===== src/rtl/sap_control_sequencer.sv =====
// Fetch/decode/execute control sequencer for the 16-bit SAP datapath.
// Define SEQ_EARLY_FETCH_EN for variable-length instructions (early return to T0).
module sap_control_sequencer #(
  parameter int unsigned STEP_W    = 3,
  parameter int unsigned LAST_STEP = 4
) (
  input  logic              clk,
  input  logic              rst,
  input  logic [3:0]        ir_opcode,
  input  logic              flag_c,
  input  logic              flag_z,
  output logic              pc_out_en,
  output logic              pc_inc,
  output logic              pc_write,
  output logic              mar_load,
  output logic              ram_out_en,
  output logic              ram_load,
  output logic              ir_load,
  output logic              ir_out_en,
  output logic              a_load,
  output logic              a_out_en,
  output logic              b_load,
  output logic              alu_out_en,
  output logic              alu_sub,
  output logic              flag_load,
  output logic              out_load,
  output logic              halt,
  output logic [STEP_W-1:0] step
);

  localparam logic [3:0] OP_LDA = 4'h1;
  localparam logic [3:0] OP_ADD = 4'h2;
  localparam logic [3:0] OP_SUB = 4'h3;
  localparam logic [3:0] OP_STA = 4'h4;
  localparam logic [3:0] OP_LDI = 4'h5;
  localparam logic [3:0] OP_JMP = 4'h6;
  localparam logic [3:0] OP_JC  = 4'h7;
  localparam logic [3:0] OP_JZ  = 4'h8;
  localparam logic [3:0] OP_OUT = 4'hE;
  localparam logic [3:0] OP_HLT = 4'hF;

  logic [STEP_W-1:0] step_q, step_d, last_step;
  logic              halted_q, halted_d;

  assign step = step_q;

  // Final active step of the current instruction
  always_comb begin
    last_step = STEP_W'(LAST_STEP);
`ifdef SEQ_EARLY_FETCH_EN
    case (ir_opcode)
      OP_LDA, OP_STA: last_step = STEP_W'(3);
      OP_ADD, OP_SUB: last_step = STEP_W'(4);
      default:        last_step = STEP_W'(2);
    endcase
`endif
  end

  // State register
  always_ff @(posedge clk) begin
    if (rst) begin
      step_q   <= '0;
      halted_q <= 1'b0;
    end else begin
      step_q   <= step_d;
      halted_q <= halted_d;
    end
  end

  // Next state: HLT freezes at T2, otherwise advance or wrap to fetch
  always_comb begin
    step_d   = step_q;
    halted_d = halted_q;
    if (!halted_q) begin
      if (step_q == STEP_W'(2) && ir_opcode == OP_HLT) begin
        halted_d = 1'b1;
      end else if (step_q >= last_step) begin
        step_d = '0;
      end else begin
        step_d = step_q + STEP_W'(1);
      end
    end
  end

  // Control word decode
  always_comb begin
    pc_out_en  = 1'b0;
    pc_inc     = 1'b0;
    pc_write   = 1'b0;
    mar_load   = 1'b0;
    ram_out_en = 1'b0;
    ram_load   = 1'b0;
    ir_load    = 1'b0;
    ir_out_en  = 1'b0;
    a_load     = 1'b0;
    a_out_en   = 1'b0;
    b_load     = 1'b0;
    alu_out_en = 1'b0;
    alu_sub    = 1'b0;
    flag_load  = 1'b0;
    out_load   = 1'b0;
    halt       = halted_q & ~rst;
    if (!rst && !halted_q) begin
      case (step_q)
        STEP_W'(0): begin
          pc_out_en = 1'b1;
          mar_load  = 1'b1;
        end
        STEP_W'(1): begin
          ram_out_en = 1'b1;
          ir_load    = 1'b1;
          pc_inc     = 1'b1;
        end
        STEP_W'(2): begin
          case (ir_opcode)
            OP_LDA, OP_ADD, OP_SUB, OP_STA: begin
              ir_out_en = 1'b1;
              mar_load  = 1'b1;
            end
            OP_LDI: begin
              ir_out_en = 1'b1;
              a_load    = 1'b1;
            end
            OP_JMP: begin
              ir_out_en = 1'b1;
              pc_write  = 1'b1;
            end
            OP_JC: begin
              ir_out_en = flag_c;
              pc_write  = flag_c;
            end
            OP_JZ: begin
              ir_out_en = flag_z;
              pc_write  = flag_z;
            end
            OP_OUT: begin
              a_out_en = 1'b1;
              out_load = 1'b1;
            end
            default: ;
          endcase
        end
        STEP_W'(3): begin
          case (ir_opcode)
            OP_LDA: begin
              ram_out_en = 1'b1;
              a_load     = 1'b1;
            end
            OP_ADD, OP_SUB: begin
              ram_out_en = 1'b1;
              b_load     = 1'b1;
            end
            OP_STA: begin
              a_out_en = 1'b1;
              ram_load = 1'b1;
            end
            default: ;
          endcase
        end
        STEP_W'(4): begin
          if (ir_opcode == OP_ADD || ir_opcode == OP_SUB) begin
            alu_out_en = 1'b1;
            a_load     = 1'b1;
            flag_load  = 1'b1;
            alu_sub    = (ir_opcode == OP_SUB);
          end
        end
        default: ;
      endcase
    end
  end

endmodule


===== config.mk =====
export PLATFORM = sky130hd
export DESIGN_NAME = sap_control_sequencer
export DESIGN_NICKNAME = d
export VERILOG_FILES = /design/src/rtl/sap_control_sequencer.sv
export SDC_FILE = /design/constraint.sdc
export NUM_CORES = 1
export LEC_CHECK = 0
export CORE_UTILIZATION = 40
export DETAILED_ROUTE_END_ITERATION = 8
export GPL_ROUTABILITY_DRIVEN = 0
export PLACE_DENSITY = 0.87
export SLEW_MARGIN = 20
export SYNTH_ARGS = -nofsm -noshare
export SYNTH_HDL_FRONTEND = slang
export SYNTH_SLANG_ARGS = --single-unit

===== constraint.sdc =====
create_clock -name clk -period 3.2 [get_ports clk]
set_input_delay 0.96 -clock clk [delete_from_list [all_inputs] [get_ports clk]]
set_output_delay 0.96 -clock clk [all_outputs]
set_load 0.02 [all_outputs]

Word level (Yosys, flattened, before mapping)
Index checks and enable logic that the tools add are counted. Widths: inputs -> output; s select.

Add/subtract/negate cells: 1. $lt $le $gt $ge: 1. Equality and inequality tests: 14. Mux-type cells: 40. Bitwise gates (word level): 4. Reduce and logical (&&, ||, !) cells: 11.

Operators by type and width (number): $mux 1 (33); $eq 4x3->1 const B (4); $eq 4x4->1 const B (3); $pmux 1 s3 (3); $eq 4x2->1 const B (2); $eq 3x2->1 const B (2); $pmux 1 s2 (3); $reduce_or 6->1 (1); $eq 4x1->1 const B (1); $reduce_or 4->1 (1); $add 3x1->3 const B (1); $eq 3x1->1 const B (1); $eq 3x3->1 const B (1); $ge 3x3->1 const B (1); $logic_not 3->1 (1); $mux 3 (1); $not 1->1 (3); $reduce_or 3->1 (1); $logic_and 1x1->1 (2); $logic_not 1->1 (2); $reduce_and 2->1 (1); $reduce_or 2->1 (1); $and 1x1->1 (1); $logic_or 1x1->1 (1).

Register bits: 4. Bits of input ports: 8. Output and inout port bits: 19. Logic and storage cells: 73.

Longest topological paths before layout
Depth after elaboration: 5. Depth in mapped cells: 6. Depth with buffers taken out: 5.

Worst setup path after synthesis
OpenSTA, ideal clock, no wires.

Path type: in2out. From: in ir_opcode[2]. To: out flag_load. Arrival time: 2199 ps. Setup slack: 41 ps. Stages: 5. Buffers on the path: 2. Path through: clkbuf_1 -> nor2_1 -> nand4_1 -> nor3_1 -> buf_4.

Word-level cells in the longest chain between the ends: 5.

RTL lines: from (decl) (RTL line 9) `input logic [3:0] ir_opcode,`; $eq 4x2->1 (RTL line 161) `if (ir_opcode == OP_ADD || ir_opcode == OP_SUB) begin`; $logic_or 1x1->1 * (RTL line 161); $mux 1 * (3 in a row); to (decl) (RTL line 25) `output logic flag_load,`.

Every way passes the cells marked *; elsewhere a longest branch is shown, timed or not.

Final worst setup path
From: in ir_opcode[0]. To: out mar_load.

Word-level cells in the longest chain between the ends: 5.

RTL lines: $eq 4x2->1 (tied with other cells) (RTL line 115) `case (ir_opcode)`; $reduce_or 4->1 * (RTL line 115); $mux 1 * (RTL line 115); $pmux 1 s2 * (RTL line 104) `case (step_q)`; $mux 1 * (RTL line 103) `if (!rst && !halted_q) begin`; to (decl) (RTL line 15) `output logic mar_load,`.

Marks and branches as above.

==> metrics <==
DR DRC count=0; fmax=0.318 GHz; crit-path max FO=5; CTS tree=built; Clock Pin Slew Worst Setup and Hold Paths=0.04 ns; FF-to-FF path depth=5; R2R setup slack=1.44 ns; Clock Path Buffers=2; area occupied by multi-input gates=460 um^2; commonest non-fill, non-tap cells in the layout=buf_4, nor2_1, nor3_1, buf_2, dlygate4sd2_1; CP peak stage delay=0.27 ns; fin crit share=98.2%; First-pass DRT Iterations=4; Levels on crit path=6; end of the critical path=mar_load; RSZ-0062 raised after global routing=no; I/O pin cnt=27; maximum number of pins on one net before global-route repair=11; cts hold-fix bufs=0; Mapped Cells=78; commonest non-fill, non-tap cell in the layout=buf_4; startpoint types=primary input; starting density of the core=44.0%; Hold Vio Cnt, Final=0; CP Cell Sequence=dlygate4sd2_1 > buf_6 > nor3_1 > and4bb_2 > o211a_1 > buf_2; VDD IR-drop max=0.255 mV; vias in the first global route=699; clock sinks=4; utilization after layout=71.7%; share of layout cells above drive strength 1=34.8%; vias post-DR=705; Layout Nets=130; first-pass GRT wire length=2950 um; min cycle time layout=3.14 ns; CP max stage cell=dlygate4sd2_1; top cells by area, synth=dfxtp_1, ha_1, nor3_1, nor2_1, and3b_1; H-tree Lvls=1; Routed WL=1830 um; clk root buf=clkbuf_4; post-synth cell types=36; Pwr Density=300 nW/um^2; Synth Net Count=91; reg2reg end=step[0]$_SDFFE_PP0P_; num rows=13; post-DP HPWL=1310 um; Critical Path RT=2.24 ns; antenna violations before repair=0; fill count=108; crit path launch=ir_opcode[0]; Final Max Tran Viols=0; Antenna Cells=0; Max Cap Viol=0; total number of yosys warnings=0; flops & latches, synth=4; crit-path leading delay family=buffers and inverters; Hold Crit Class=reg -> reg; Slew headroom=68.3%; synthesis-to-finish area growth=63.1%; IO Port Bufs=26; outcome=completed; Post-Syn Area=579 um^2; gr ovfl total=0; Total Routing Usage GR=27.8%; Crit Path Class=in -> out; clock skew=0.00749 ns; Worst-Skew Late Latency=0.24 ns; total CTS buffers=3; Via density=5.42; Final setup violation count=0; CP Capture Type=primary output; CP arrival=2.18 ns; core area=1320 um^2; Mapped Avg Cell Area=7.43 um^2; Die Wd=40.1 um; top-area cell type share of the netlist area=13.8%; storage element area=80.1 um^2; die footprint=1600 um^2; DRT antenna net count=0; Die Y-Extent=40.1 um; CP Buf/Inv Count=3; WL/cell=14.0 um; Worst-Margin Slew=0.473 ns; static leakage=0.485 nW; Design Power=283 uW; DR iter-0 viols=11; sequential fraction of the synthesis area=13.8%; worst r2r src=step[0]$_SDFFE_PP0P_; post-synth top area cell=dfxtp_1
## how the worst min path moves through the flow
stage,start,endpoint,slack [ns],cells past startpoint
2_1_floorplan,step[1]$_SDFFE_PP0P_,step[1]$_SDFFE_PP0P_,0.57,2
3_3_place_gp,step[2]$_SDFFE_PP0P_,step[1]$_SDFFE_PP0P_,0.56,3
3_5_place_dp,step[2]$_SDFFE_PP0P_,step[1]$_SDFFE_PP0P_,0.61,3
4_1_cts,step[2]$_SDFFE_PP0P_,step[1]$_SDFFE_PP0P_,0.63,3
5_1_grt,step[1]$_SDFFE_PP0P_,step[1]$_SDFFE_PP0P_,0.69,3
6_report,step[2]$_SDFFE_PP0P_,step[1]$_SDFFE_PP0P_,0.62,3
## cells in the mapped netlist
library cell  n
nand2b_1      1
and3_1        2
a211oi_1      1
nor2b_1       3
and4_2        1
o21a_1        1
and3b_1       3
or4b_4        1
ha_1          5
mux2i_1       1
a22oi_1       1
or3b_1        1
a31oi_1       1
buf_6         2
inv_1         4
a21o_1        1
nor2_1        8
and4bb_2      1
nor3b_1       1
dfxtp_1       4
and4b_1       1
o211ai_1      1
nand3_1       2
or2_1         1
buf_4         2
o21ai_0       3
a21oi_2       1
buf_2         1
nand2_1       5
nor3_1        8
clkbuf_1      3
and2_1        2
nor4b_1       1
nand4_1       1
mux2_2        1
o211a_1       2
## worst min-delay path, stage by stage (launching register included)
cell     delay, ns
dfxtp_1       0.32
inv_1         0.08
nand3_1       0.08
mux2i_1       0.08
## cell families (layout without fill, tap and decap cells)
| logic type | Yosys count | after routing | synth area share (%) |
|---|---|---|---|
| multiplexers | 2 | 2 | 3.67 |
| flip-flops | 4 | 4 | 13.8 |
| buffers and inverters | 12 | 49 | 11.9 |
| adder cells (fa/ha/maj) | 5 | 5 | 10.8 |
| AND/OR/NAND/NOR | 43 | 43 | 44.7 |
| AO/OA/AOI/OAI | 12 | 12 | 15.1 |
## layer usage
| layer | global-route usage [%] | vias to the layer above | wire length (um) |
|---|---|---|---|
| li1 | - | 351 | - |
| met1 | 27.0 | 323 | 700 |
| met2 | 54.0 | 27 | 998 |
| met3 | 4.44 | 4 | 100 |
| met4 | 15.5 | 0 | 26 |
| met5 | 0 | - | 0 |
## metrics by stage
stage	worst slack, ns	hold slack [ns]	setup TNS (ns)	instance area, um^2	cells
after floorplan	0.0413	0.570	0	579	78
after global placement	-0.648	0.557	-7.56	910	125
after detailed placement	-0.699	0.612	-8.00	910	125
after CTS	0.00421	0.630	0	933	130
after global routing	0.0178	0.689	0	945	130
final	0.0588	0.623	0	945	130
## cell type report
class / instances / share of cell area, %
Multi-Input combinational cell: 62 / 48.7
Timing Repair Buffer: 42 / 36.8
Sequential cell: 4 / 8.48
Clock buffer: 3 / 2.38
Tap cell: 15 / 1.99
Inverter: 4 / 1.59
## state kept, by name, summed over array words and instances (netlist names)
register,count
halted_q,1
step,3
## where the power goes
part	internal [mW]	total (mW)	switching, mW
logic	0.0744	0.158	0.0839
clock network	0.0421	0.0646	0.0226
registers	0.0567	0.0604	0.00364
total	0.173	0.283	0.110
## repair_timing
action / in CTS / in global routing
setup endpoints to repair: 16 / 10
setup buffers: 1 / 0
pin swaps: 5 / 5
resized for setup: 59 / 11
cloned: 1 / 0
Power figures use the tool's default switching activity.
